$ cat src/rtl/rowptr_nnz_gen.sv
// rowptr_nnz_gen
// Converts a CSR row-pointer stream into per-row non-zero counts.
// Each 64-bit input beat carries two pointers: the low half is the even pointer
// and the high half is the odd one. A pass consumes num_rows+1 pointers and
// emits num_rows counts, each equal to ptr[k+1] - ptr[k] (modulo 2^PTR_W).
//
// Ports:
//   clk, rst              clock, asynchronous active-high reset
//   start, num_rows       begin a pass (ignored while busy)
//   s_axis_rowptr_*       row-pointer beat input (valid/ready)
//   m_axis_times_*        per-row count output (valid/ready)
//   busy, done            pass in progress / one-cycle end-of-pass pulse
//   nnz_total             running sum of emitted counts
//   err                   sticky decreasing-pointer flag
//
// Optional feature: define ROWPTR_MONO_CHECK_EN to clamp counts of decreasing
// pointers to zero and raise err. Without it err is tied low.
module rowptr_nnz_gen #(
    parameter int PTR_W = 32
) (
    input  logic               clk,
    input  logic               rst,
    input  logic               start,
    input  logic [PTR_W-1:0]   num_rows,
    input  logic [2*PTR_W-1:0] s_axis_rowptr_tdata,
    input  logic               s_axis_rowptr_tvalid,
    output logic               s_axis_rowptr_tready,
    output logic [PTR_W-1:0]   m_axis_times_tdata,
    output logic               m_axis_times_tvalid,
    input  logic               m_axis_times_tready,
    output logic               busy,
    output logic               done,
    output logic [PTR_W-1:0]   nnz_total,
    output logic               err
);

    typedef enum logic [1:0] {
        S_IDLE,
        S_RUN,
        S_DRAIN
    } state_t;

    state_t               state_q, state_d;
    logic [PTR_W-1:0]     num_rows_q, num_rows_d;
    logic [PTR_W:0]       ptr_cnt_q, ptr_cnt_d;
    logic [2*PTR_W-1:0]   hold_q, hold_d;
    logic                 hold_v_q, hold_v_d;
    logic                 half_q, half_d;
    logic [PTR_W-1:0]     prev_q, prev_d;
    logic [PTR_W-1:0]     out_data_q, out_data_d;
    logic                 out_v_q, out_v_d;
    logic [PTR_W-1:0]     nnz_q, nnz_d;
    logic                 done_q, done_d;

    logic [PTR_W-1:0]     cur_ptr;
    logic [PTR_W-1:0]     count;
    logic                 last_ptr;
    logic                 consume;
    logic                 s_ready;

`ifdef ROWPTR_MONO_CHECK_EN
    logic                 err_q, err_d;
    logic                 ptr_dec;
`endif

    always_comb begin
        state_d    = state_q;
        num_rows_d = num_rows_q;
        ptr_cnt_d  = ptr_cnt_q;
        hold_d     = hold_q;
        hold_v_d   = hold_v_q;
        half_d     = half_q;
        prev_d     = prev_q;
        out_data_d = out_data_q;
        out_v_d    = out_v_q;
        nnz_d      = nnz_q;
        done_d     = 1'b0;
        s_ready    = 1'b0;

        cur_ptr  = half_q ? hold_q[2*PTR_W-1:PTR_W] : hold_q[PTR_W-1:0];
        last_ptr = (ptr_cnt_q == {1'b0, num_rows_q});
        // Pointer 0 produces no output, so it may be consumed even while a
        // count is stalled downstream.
        consume  = (state_q == S_RUN) & hold_v_q &
                   ((ptr_cnt_q == '0) | !out_v_q | m_axis_times_tready);

`ifdef ROWPTR_MONO_CHECK_EN
        err_d   = err_q;
        ptr_dec = (cur_ptr < prev_q);
        count   = ptr_dec ? '0 : (cur_ptr - prev_q);
`else
        count   = cur_ptr - prev_q;
`endif

        if (out_v_q && m_axis_times_tready) begin
            out_v_d = 1'b0;
        end

        unique case (state_q)
            S_IDLE: begin
                if (start) begin
                    nnz_d = '0;
`ifdef ROWPTR_MONO_CHECK_EN
                    err_d = 1'b0;
`endif
                    if (num_rows == '0) begin
                        done_d = 1'b1;
                    end else begin
                        num_rows_d = num_rows;
                        ptr_cnt_d  = '0;
                        hold_v_d   = 1'b0;
                        half_d     = 1'b0;
                        state_d    = S_RUN;
                    end
                end
            end

            S_RUN: begin
                if (consume) begin
                    ptr_cnt_d = ptr_cnt_q + (PTR_W+1)'(1);
                    prev_d    = cur_ptr;
                    if (ptr_cnt_q != '0) begin
                        out_data_d = count;
                        out_v_d    = 1'b1;
                        nnz_d      = nnz_q + count;
`ifdef ROWPTR_MONO_CHECK_EN
                        if (ptr_dec) begin
                            err_d = 1'b1;
                        end
`endif
                    end
                    if (half_q || last_ptr) begin
                        hold_v_d = 1'b0;
                    end else begin
                        half_d = 1'b1;
                    end
                    if (last_ptr) begin
                        state_d = S_DRAIN;
                    end
                end
                // A new beat is only useful while pointers remain after the
                // one being consumed; the high half of the final beat is
                // simply dropped when the hold register clears.
                if (hold_v_q) begin
                    s_ready = consume & half_q & !last_ptr;
                end else begin
                    s_ready = (ptr_cnt_q <= {1'b0, num_rows_q});
                end
                if (s_ready && s_axis_rowptr_tvalid) begin
                    hold_d   = s_axis_rowptr_tdata;
                    hold_v_d = 1'b1;
                    half_d   = 1'b0;
                end
            end

            S_DRAIN: begin
                if (!out_v_q || m_axis_times_tready) begin
                    out_v_d = 1'b0;
                    done_d  = 1'b1;
                    state_d = S_IDLE;
                end
            end

            default: state_d = S_IDLE;
        endcase
    end

    always_ff @(posedge clk or posedge rst) begin
        if (rst) begin
            state_q    <= S_IDLE;
            num_rows_q <= '0;
            ptr_cnt_q  <= '0;
            hold_q     <= '0;
            hold_v_q   <= 1'b0;
            half_q     <= 1'b0;
            prev_q     <= '0;
            out_data_q <= '0;
            out_v_q    <= 1'b0;
            nnz_q      <= '0;
            done_q     <= 1'b0;
        end else begin
            state_q    <= state_d;
            num_rows_q <= num_rows_d;
            ptr_cnt_q  <= ptr_cnt_d;
            hold_q     <= hold_d;
            hold_v_q   <= hold_v_d;
            half_q     <= half_d;
            prev_q     <= prev_d;
            out_data_q <= out_data_d;
            out_v_q    <= out_v_d;
            nnz_q      <= nnz_d;
            done_q     <= done_d;
        end
    end

`ifdef ROWPTR_MONO_CHECK_EN
    always_ff @(posedge clk or posedge rst) begin
        if (rst) begin
            err_q <= 1'b0;
        end else begin
            err_q <= err_d;
        end
    end
    assign err = err_q;
`else
    assign err = 1'b0;
`endif

    assign s_axis_rowptr_tready = s_ready;
    assign m_axis_times_tdata   = out_data_q;
    assign m_axis_times_tvalid  = out_v_q;
    assign busy                 = (state_q != S_IDLE);
    assign done                 = done_q;
    assign nnz_total            = nnz_q;

endmodule

$ cat config.mk
export PLATFORM = sky130hd
export DESIGN_NAME = rowptr_nnz_gen
export DESIGN_NICKNAME = d
export VERILOG_FILES = /design/src/rtl/rowptr_nnz_gen.sv
export SDC_FILE = /design/constraint.sdc
export NUM_CORES = 1
export LEC_CHECK = 0
export CAP_MARGIN = 0
export CORE_MARGIN = 2
export CORE_UTILIZATION = 35
export CTS_CLUSTER_DIAMETER = 100
export DETAILED_ROUTE_END_ITERATION = 10
export GPL_TIMING_DRIVEN = 0
export PLACE_DENSITY = 0.53
export SYNTH_ARGS = -nofsm -noshare
export SYNTH_HDL_FRONTEND = slang
export SYNTH_SLANG_ARGS = --single-unit
$ cat constraint.sdc
create_clock -name clk -period 10.97 [get_ports clk]
set_input_delay 2.194 -clock clk [delete_from_list [all_inputs] [get_ports clk]]
set_output_delay 2.194 -clock clk [all_outputs]
set_load 0.1 [all_outputs]
==> results of run 1 <==
-- worst max-delay path: stages --
cell and delay (ns):
sky130_fd_sc_hd__clkdlybuf4s50_1 0.45, sky130_fd_sc_hd__nand2b_1 0.20, sky130_fd_sc_hd__o21ai_1 0.17, sky130_fd_sc_hd__inv_1 0.09, sky130_fd_sc_hd__nand2_1 0.13, sky130_fd_sc_hd__o221ai_1 0.25, sky130_fd_sc_hd__and2_1 0.28, sky130_fd_sc_hd__clkdlybuf4s50_1 1.18
-- cells in the final DEF (no fill, tap or decap), types with 50 or more instances in the layout --
master,Yosys,final
sky130_fd_sc_hd__o21ai_0,69,69
sky130_fd_sc_hd__a21oi_1,63,63
sky130_fd_sc_hd__nor2_1,69,69
sky130_fd_sc_hd__xor2_1,50,50
sky130_fd_sc_hd__dfrtp_1,231,231
sky130_fd_sc_hd__inv_1,89,88
sky130_fd_sc_hd__ha_1,105,105
sky130_fd_sc_hd__mux2_2,178,178
sky130_fd_sc_hd__nand2_1,93,93
sky130_fd_sc_hd__clkdlybuf4s50_1,0,168
-- flip-flops by register name, summed over array words and instances (netlist names) --
name	count
hold_q	64
ptr_cnt_q	33
m_axis_times_tdata	32
nnz_total	32
num_rows_q	32
prev_q	32
state_q	2
done	1
half_q	1
hold_v_q	1
m_axis_times_tvalid	1
-- routing by layer --
| metal | up-vias | share of wire | GRT usage |
|---|---|---|---|
| li1 | 4914 | - | - |
| met1 | 4790 | 0.46 | 0.220 |
| met2 | 157 | 0.47 | 0.288 |
| met3 | 45 | 0.047 | 0.0390 |
| met4 | 0 | 0.023 | 0.0405 |
| met5 | - | 0 | 0 |
-- final timing paths --
kind | to | from
min in group asynchronous | hold_q[0]$_DFFE_PP0P_ | rst
worst min-delay path | nnz_total[31]$_DFFE_PP0P_ | nnz_total[31]$_DFFE_PP0P_
worst max-delay path | s_axis_rowptr_tready | m_axis_times_tready
worst max register to register | nnz_total[31]$_DFFE_PP0P_ | half_q$_DFFE_PP0P_
worst min register to register | nnz_total[31]$_DFFE_PP0P_ | nnz_total[31]$_DFFE_PP0P_
max in group asynchronous | hold_q[48]$_DFFE_PP0P_ | rst
-- kinds of logic after synthesis --
kind of cell / count (synthesis)
compound gates: 241
fa+ha+maj: 107
mux: 189
buf+inv: 123
other cells: 1
xor+xnor: 86
simple gates: 291
flops: 231
-- stage by stage --
step	setup TNS, ns	cells	hold WS, ns	setup slack (ns)	utilization
floorplan	0	1269	0.456	2.44	-
global placement	-261.22	1948	0.462	-1.16	0.418
global route	0	2003	0.501	3.65	0.447
CTS	0	2003	0.481	3.84	0.447
detailed placement	0	1949	0.474	3.83	0.419
finish	0	2003	0.477	3.83	0.447
-- final cells by class --
class,instances,share of cell area
Buffer,34,0.00858
Clock buffer,42,0.0505
Sequential cell,231,0.342
Timing Repair Buffer,169,0.101
Clock inverter,12,0.0132
Tap cell,511,0.0378
Inverter,89,0.0202
Multi-Input combinational cell,915,0.427
==> impl_metrics.csv, run 1 <==
group,metric,value,unit
status,outcome,"finished, final reports clean",
worst_setup_path,timing.setup.critical_path_class,"in2out",
min_path,min_path_cells,1,
placed_design,place.port_buffers,168,
clocking,tritoncts,"built",
placed_design,hpwl,25500,um
floorplan,design.die.area,0.0401,mm^2
placed_design,postPlaceCellArea,0.0158,mm^2
clocking,cts_made_buffers,29,
job,drv_cap,0,
worst_setup_path,endpoint_kind,"output pin",
synthesis,synth-edff-count,0,
clocking,clkSlewWorstSetupHoldPaths,0.06,ns
placed_design,routabilityCongestion,0.818,
worst_setup_path,r2r_setup_slack,4.37,ns
synthesis,fraction_of_registers_with_async_set_reset,1.00,
cells_and_area,register_area,0.00578,mm^2
synthesis,synth_simple_gate_area_frac,0.105,
clocking,cts_repair_resize_count,0,
floorplan,die_y,200,um
floorplan,floorplan.core_area,0.0378,mm^2
sta,fmax,140,MHz
floorplan,start_util,0.356,
sta,final_min_period_over_clock_period,0.651,
cells_and_area,multiInputGateArea,0.00722,mm^2
floorplan,io_pins,170,
cells_and_area,num_antenna_cells,0,
floorplan,floorplan.die.width,200,um
synthesis,synth_top_area_share,0.429,
min_path,min-delay-path-class,"reg2reg",
clocking,post_cts_buffers,0,
synthesis,synth-seq-area-share,0.429,
synthesis,synthXorXnorAreaFrac,0.0564,
global_routing,grt_first_pass_wirelength,54800,um
worst_setup_path,cp-start-kind,"primary input",
worst_setup_path,worst-path-max-fanout,5,
sta,timing.final.hold_violations,0,
worst_setup_path,ff2ff_path_depth,25,
worst_setup_path,arrival,4.95,ns
synthesis,syn_inst,1269,
synthesis,ys_dominant_reg_cell,"sky130_fd_sc_hd__dfrtp_1",
route,first_pass_iters,6,
sta,report.final.setup_viol,0,
cells_and_area,areaGrowthSynthToFinish,25.5,%
global_routing,grt_usage,0.170,
sta,final.min_clock_period,7.14,ns
sta,timing.final.max_slew_violations,0,
synthesis,yosys_warnings,0,
global_routing,globalRouteOverflowTotal,0,
clocking,cts_buffer_depth,3,
clocking,clock_sinks,231,
synthesis,synth_fa_ha_area_frac,0.100,
synthesis,ys_types,74,
synthesis,synth_top_cells_by_count,"sky130_fd_sc_hd__dfrtp_1 (231), sky130_fd_sc_hd__mux2_2 (178), sky130_fd_sc_hd__ha_1 (105)",
synthesis,synth_seq_cells,231,
cells_and_area,finish.net_count,1677,
route,detail_route.wirelength,34200,um
synthesis,synthesis.area_per_instance,10.6,um^2
synthesis,muxShareOfSynthArea,0.157,
cells_and_area,drive_above_1_share,0.175,
worst_setup_path,cp_data_required_time,8.78,ns
synthesis,synth.area.top_cells,"sky130_fd_sc_hd__dfrtp_1 (43%), sky130_fd_sc_hd__mux2_2 (15%), sky130_fd_sc_hd__ha_1 (9.7%)",
synthesis,synthesis.nets,1477,
cells_and_area,num-fill-cells,3706,
route,drt-initial-drc-count,336,
clocking,cts_htree_levels,1,
clocking,clk_root_buffer_cell,"sky130_fd_sc_hd__clkbuf_16",
route,vias,9906,
cells_and_area,layout.cell_area.non_filler,0.0169,mm^2
synthesis,area_fraction_in_compound_gates_after_synthesis,0.116,
sta,finClkSkew,0.0214,ns
sta,max-slew-margin-rel,0.277,
clocking,cts_hold_repair.buffers,0,
clocking,worstSkewPairLatency,0.57,ns
route,drt-wirelength-per-cell,17.1,um
synthesis,syn-cell-area,0.0135,mm^2
sta,grt_setup_unrepaired,"false",
global_routing,vias_in_the_first_global_route,10200,
route,vias_per_cell,4.95,
synthesis,post-synth-top-count-cell,"sky130_fd_sc_hd__dfrtp_1",
global_routing,antenna_violations_before_repair,0,
route,drc_violation_count_after_routing,0,
sta,worstMarginPinSlew,1.08,ns
synthesis,synth_top_family_by_area,"multiplexers",
floorplan,placement_rows,71,
global_routing,grt_max_degree,121,
synthesis,post-synth-top-area-cell,"sky130_fd_sc_hd__dfrtp_1",
route,detail-route-antenna-nets,0,
Power of run 1 is not shown: default switching activity piles up to over one toggle a cycle in this logic, so the estimate is an artifact.
==> inputs of run 2 (changes only) <==
==> constraint.sdc (replaced) <==
create_clock -name clk -period 7.45 [get_ports clk]
set_input_delay 1.49 -clock clk [delete_from_list [all_inputs] [get_ports clk]]
set_output_delay 1.49 -clock clk [all_outputs]
set_load 0.1 [all_outputs]
==> run 2 against run 1 <==
Clock skew grew 0.00064 ns. Worst setup slack lost 3.0 ns. Clock-buffer cell count grew 2. Largest cell class unchanged. Sequential share of layout area grew 0.14 points. Worst hold slack gained 0.0048 ns. Non-clock buffer count grew 6. Die area is the same. Design area shrank 0.42%. Register-to-register slack lost 3.5 ns. Global-route usage grew 0.41 points.
==> impl_metrics.csv, run 2 (synthesis results as in run 1) <==
group,metric,value,unit
worst_setup_path,cp-start-kind,"register",
sta,timing.final.hold_violations,0,
worst_setup_path,endpoint_kind,"register",
sta,finClkSkew,0.0221,ns
clocking,cts_made_buffers,29,
clocking,clk_root_buffer_cell,"sky130_fd_sc_hd__clkbuf_16",
min_path,min-delay-path-class,"reg2reg",
global_routing,grt_first_pass_wirelength,56200,um
status,outcome,"finished, final reports clean",
sta,worstMarginPinSlew,1.09,ns
min_path,hold_path.startpoint,"m_axis_times_tdata[31]$_DFFE_PP0P_",
route,detail-route-antenna-nets,0,
sta,fmax,151,MHz
clocking,cts_hold_repair.buffers,0,
worst_setup_path,cp_data_required_time,7.92,ns
cells_and_area,top_register,"hold_q",
cells_and_area,areaGrowthSynthToFinish,24.9,%
worst_setup_path,r2r_setup_slack,0.84,ns
worst_setup_path,worst-path-max-fanout,10,
worst_setup_path,timing.setup.critical_path_class,"reg2reg",
global_routing,grt_usage,0.174,
sta,max-slew-margin-rel,0.272,
floorplan,floorplan.core_area,0.0378,mm^2
sta,report.final.setup_viol,0,
job,drv_cap,0,
worst_setup_path,r2r-end,"nnz_total[31]$_DFFE_PP0P_",
clocking,post_cts_buffers,0,
worst_setup_path,arrival,7.08,ns
placed_design,place.port_buffers,168,
cells_and_area,largest_register_ff_count,64,
clocking,clock_sinks,231,
floorplan,design.die.area,0.0401,mm^2
global_routing,grt_max_degree,40,
min_path,min_path_cells,2,
route,vias_per_cell,4.96,
route,drc_violation_count_after_routing,0,
sta,grt_setup_unrepaired,"false",
floorplan,floorplan.die.width,200,um
global_routing,globalRouteOverflowTotal,0,
placed_design,hpwl,26300,um
floorplan,placement_rows,71,
route,drt-wirelength-per-cell,17.2,um
cells_and_area,num-fill-cells,3680,
route,detail_route.wirelength,34600,um
route,first_pass_iters,5,
clocking,cts_repair_resize_count,0,
floorplan,die_y,200,um
sta,final.min_clock_period,6.61,ns
global_routing,antenna_violations_before_repair,0,
cells_and_area,register_area,0.00578,mm^2
clocking,worstSkewPairLatency,0.57,ns
cells_and_area,layout_common_cells,"sky130_fd_sc_hd__dfrtp_1 (231), sky130_fd_sc_hd__mux2_2 (178), sky130_fd_sc_hd__clkdlybuf4s50_1 (168)",
cells_and_area,multiInputGateArea,0.00722,mm^2
min_path,worst_hold_path.endpoint,"m_axis_times_tdata[31]$_DFFE_PP0P_",
floorplan,io_pins,170,
cells_and_area,finish.net_count,1683,
placed_design,routabilityCongestion,0.824,
route,vias,9945,
global_routing,vias_in_the_first_global_route,10400,
sta,timing.final.max_slew_violations,0,
sta,final_min_period_over_clock_period,0.887,
clocking,clkSlewWorstSetupHoldPaths,0.06,ns
worst_setup_path,regToRegStartpoint,"half_q$_DFFE_PP0P_",
clocking,cts_htree_levels,1,
clocking,tritoncts,"built",
cells_and_area,drive_above_1_share,0.175,
worst_setup_path,ff2ff_path_depth,25,
clocking,cts_buffer_depth,3,
sta,fin_tns_setup,0,ns
route,drt-initial-drc-count,414,
cells_and_area,reg_top3,"hold_q: 64 flops, ptr_cnt_q: 33 flops",
floorplan,start_util,0.356,
cells_and_area,mostFrequentLayoutCell,"sky130_fd_sc_hd__dfrtp_1",
[run 2: area by class of cell]
cell class              count  area share
plain buffers              34     0.00862
clock buffers              44      0.0506
inverters                  89      0.0201
diodes                      1    0.000149
well taps                 511      0.0380
flip-flops and latches    231       0.343
multi-input cells         915       0.429
clock inverters             7     0.00253
repair buffers            175       0.108
[run 2: per-layer routing]
| metal | up-vias | track usage | wire length [um] |
|---|---|---|---|
| met1 | 4830 | 0.224 | 15900 |
| met3 | 46 | 0.0374 | 1500 |
| li1 | 4923 | - | - |
| met5 | - | 0 | 0 |
| met4 | 0 | 0.0392 | 724 |
| met2 | 146 | 0.299 | 16500 |
[run 2: metrics by stage]
stage | hold WS, ns | setup slack (ns) | instances | instance area [um^2] | util
after CTS | 0.490 | 0.730 | 2006 | 16800 | 0.445
after detailed placement | 0.477 | 0.786 | 1955 | 15900 | 0.421
after floorplan | 0.456 | 2.23 | 1269 | 13500 | -
final | 0.481 | 0.840 | 2007 | 16800 | 0.445
after global placement | 0.463 | 0.777 | 1948 | 15800 | 0.418
after global routing | 0.503 | 0.398 | 2006 | 16800 | 0.445
[run 2: how the worst max path moves through the flow]
stage,from,end,slack [ns],cells after the start
after floorplan,half_q$_DFFE_PP0P_,nnz_total[31]$_DFFE_PP0P_,2.23,25
after global placement,half_q$_DFFE_PP0P_,nnz_total[31]$_DFFE_PP0P_,0.78,25
after detailed placement,half_q$_DFFE_PP0P_,nnz_total[31]$_DFFE_PP0P_,0.79,25
after CTS,half_q$_DFFE_PP0P_,nnz_total[31]$_DFFE_PP0P_,0.73,25
after global routing,half_q$_DFFE_PP0P_,nnz_total[31]$_DFFE_PP0P_,0.40,25
final,half_q$_DFFE_PP0P_,nnz_total[31]$_DFFE_PP0P_,0.84,25
[run 2: worst max-delay path, stage by stage (launching register included)]
cell	delay, ns
sky130_fd_sc_hd__dfrtp_1	0.32
sky130_fd_sc_hd__clkbuf_1	0.54
sky130_fd_sc_hd__buf_1	0.65
sky130_fd_sc_hd__mux2i_1	0.22
sky130_fd_sc_hd__ha_1	0.26
sky130_fd_sc_hd__fa_1	0.41
sky130_fd_sc_hd__nor2b_1	0.18
sky130_fd_sc_hd__o31a_1	0.21
sky130_fd_sc_hd__o22ai_1	0.19
sky130_fd_sc_hd__o311ai_2	0.43
sky130_fd_sc_hd__inv_1	0.13
sky130_fd_sc_hd__o21ai_0	0.24
sky130_fd_sc_hd__xor2_1	0.24
sky130_fd_sc_hd__ha_1	0.26
sky130_fd_sc_hd__buf_2	0.16
sky130_fd_sc_hd__a21o_1	0.18
sky130_fd_sc_hd__a21o_1	0.18
sky130_fd_sc_hd__a21oi_1	0.18
sky130_fd_sc_hd__nor2b_1	0.08
sky130_fd_sc_hd__o41ai_2	0.29
sky130_fd_sc_hd__a21oi_2	0.13
sky130_fd_sc_hd__a41oi_2	0.29
sky130_fd_sc_hd__o21ai_0	0.21
sky130_fd_sc_hd__xor2_2	0.21
sky130_fd_sc_hd__or2_1	0.21
sky130_fd_sc_hd__mux2i_1	0.12
Power of run 2 is left out for the same reason.
==> patch (flow settings as in run 2) <==
The 3 states of `state_t` get a one-hot encoding in 3 bits.
--- a/src/rtl/rowptr_nnz_gen.sv
+++ b/src/rtl/rowptr_nnz_gen.sv
@@ -34,10 +34,10 @@
     output logic               err
 );
 
-    typedef enum logic [1:0] {
-        S_IDLE,
-        S_RUN,
-        S_DRAIN
+    typedef enum logic [2:0] {
+        S_IDLE  = 3'b001,
+        S_RUN   = 3'b010,
+        S_DRAIN = 3'b100
     } state_t;
 
     state_t               state_q, state_d;
Behaviour: no difference found for any inputs over 4 cycles, from zero or initial values and one cycle with rst high; so few cycles prove little.
==> patch against run 2 <==
  * Area after synthesis fell by 0.21%
  * Die area fell by 0.21%
  * Design area about the same
  * Setup slack worse by 0.12 ns
  * Synthesized cell count up 4.7%
  * Sequential cell count increased by 1
  * Via count increased by 3.4%
  * Utilization grew 0.14 points
  * Routed wire length grew 4.2%
  * Global-route usage is 1.0 points higher
  * Critical path type unchanged
  * Highest routed layer unchanged
Power is not shown: default switching activity piles up to over one toggle a cycle in this logic, so the estimate is an artifact.
==> patch: results (changes against run 2) <==
The largest clock skew in the final design came out at 0.0247 ns (was 0.0221 ns). The filler cell count in the final layout is 3655 (was 3680). The pin slew with the least headroom to its limit is 1.10 ns (was 1.09 ns). The number of unique standard cell types used by synthesis came out at 68 (was 74). The number of vias after detailed routing was 10300 (was 9945).

The number of DRC violations after detailed-routing iteration 0 is 389 (was 414). The worst stage delay on the critical path came to 0.74 ns (was 0.65 ns). The gate family responsible for the most delay along the worst path was compound AO/OA/AOI/OAI gates (unchanged).

The last weighted congestion value of the routability-driven placer came to 0.836 (was 0.824). The data arrival time of the worst path is 7.15 ns (was 7.08 ns). The part of the Yosys area used for sequential elements came out at 0.432 (was 0.429). The number of diodes was 0 (was 1).

The largest net degree at the start of global routing came out at 39 (was 40). The net count of the finished layout is 1738 (was 1683). The cell type of the slowest stage on the worst timing path is sky130_fd_sc_hd__dfrtp_1 (was sky130_fd_sc_hd__buf_1).

The wire length of the first global-routing pass is 57.5 mm (was 56.2 mm). The fraction of final layout cells sized beyond drive strength 1 is 0.111 (was 0.175). Synth top cells by count: sky130_fd_sc_hd__dfrtp_1 (231), sky130_fd_sc_hd__nand2_1 (132), sky130_fd_sc_hd__o21ai_0 (104) (was sky130_fd_sc_hd__dfrtp_1 (231), sky130_fd_sc_hd__mux2_2 (178), sky130_fd_sc_hd__ha_1 (105)). The number of buffers added by the clock tree synthesis step is 29 (unchanged). The placed wire-length estimate after detailed placement came to 27.7 mm (was 26.3 mm). The total nets after synthesis came to 1533 (was 1477).

The global-route usage over all layers came out at 0.184 (was 0.174). Run status: complete, no violations (unchanged). Top cells by area in the synthesized netlist: sky130_fd_sc_hd__dfrtp_1 (43%), sky130_fd_sc_hd__ha_1 (9.4%), sky130_fd_sc_hd__mux2_2 (8.5%) (was sky130_fd_sc_hd__dfrtp_1 (43%), sky130_fd_sc_hd__mux2_2 (15%), sky130_fd_sc_hd__ha_1 (9.7%)).

The detailed-route wire length per cell came out at 17.4 um (was 17.2 um).
## patch: path summary, 6_finish.rpt
| check | startpoint | to | slack (ns) | cells after the start |
|---|---|---|---|---|
| worst max-delay path | half_q | nnz_total[31] | 0.72 | 24 |
| worst min-delay path | m_axis_times_tdata[31] | m_axis_times_tdata[31] | 0.48 | 2 |
| worst max register to register | half_q | nnz_total[31] | 0.72 | 24 |
| worst min register to register | m_axis_times_tdata[31] | m_axis_times_tdata[31] | 0.48 | 2 |
| max in group asynchronous | rst | hold_q[25] | 4.82 | 6 |
| min in group asynchronous | rst | hold_q[34] | 1.36 | 2 |
## patch: repair_timing
action                                 CTS  global route
endpoints found under the hold margin    0             0
resized for setup                        0             1
setup endpoints to repair                0             1
## patch: cell families (layout without fill, tap and decap cells)
family                     Yosys count  in the layout  share of synthesized area
buffers and inverters              133            358                     0.0380
and+or+nand+nor                    335            335                      0.117
AOI/OAI and AO/OA                  291            291                      0.136
other                                1              1                   0.000279
DFF                                232            232                      0.432
adders and majority gates          103            103                     0.0969
muxes                              153            153                      0.128
xor gates and xnor gates            81             81                     0.0527
## patch: final cells by class
cell class | count | area [sq um] | share of cell area
well taps | 511 | 639 | 0.0379
plain buffers | 44 | 184 | 0.0109
inverters | 88 | 334 | 0.0198
flip-flops and latches | 232 | 5810 | 0.344
clock buffers | 42 | 835 | 0.0495
clock inverters | 9 | 101 | 0.00601
repair buffers | 175 | 1820 | 0.108
multi-input cells | 964 | 7140 | 0.423
## patch: per-stage QoR
step           cell area (sq um)  worst slack [ns]   util  cells  hold WS (ns)
2_1_floorplan              13500              2.09      -   1329         0.456
3_3_place_gp               15800             0.513  0.418   2008         0.461
3_5_place_dp               15900             0.480  0.422   2015         0.467
4_1_cts                    16900             0.447  0.446   2066         0.481
5_1_grt                    16900             0.188  0.446   2065         0.501
6_report                   16900             0.722  0.446   2065         0.476
## patch: metal layers
| layer | track usage | part of all wire | up-vias | wire, um |
|---|---|---|---|---|
| li1 | - | - | 5107 | - |
| met1 | 0.246 | 0.46 | 4958 | 16600 |
| met2 | 0.311 | 0.47 | 185 | 17000 |
| met3 | 0.0348 | 0.049 | 37 | 1760 |
| met4 | 0.0379 | 0.018 | 0 | 643 |
| met5 | 0 | 0 | - | 0 |
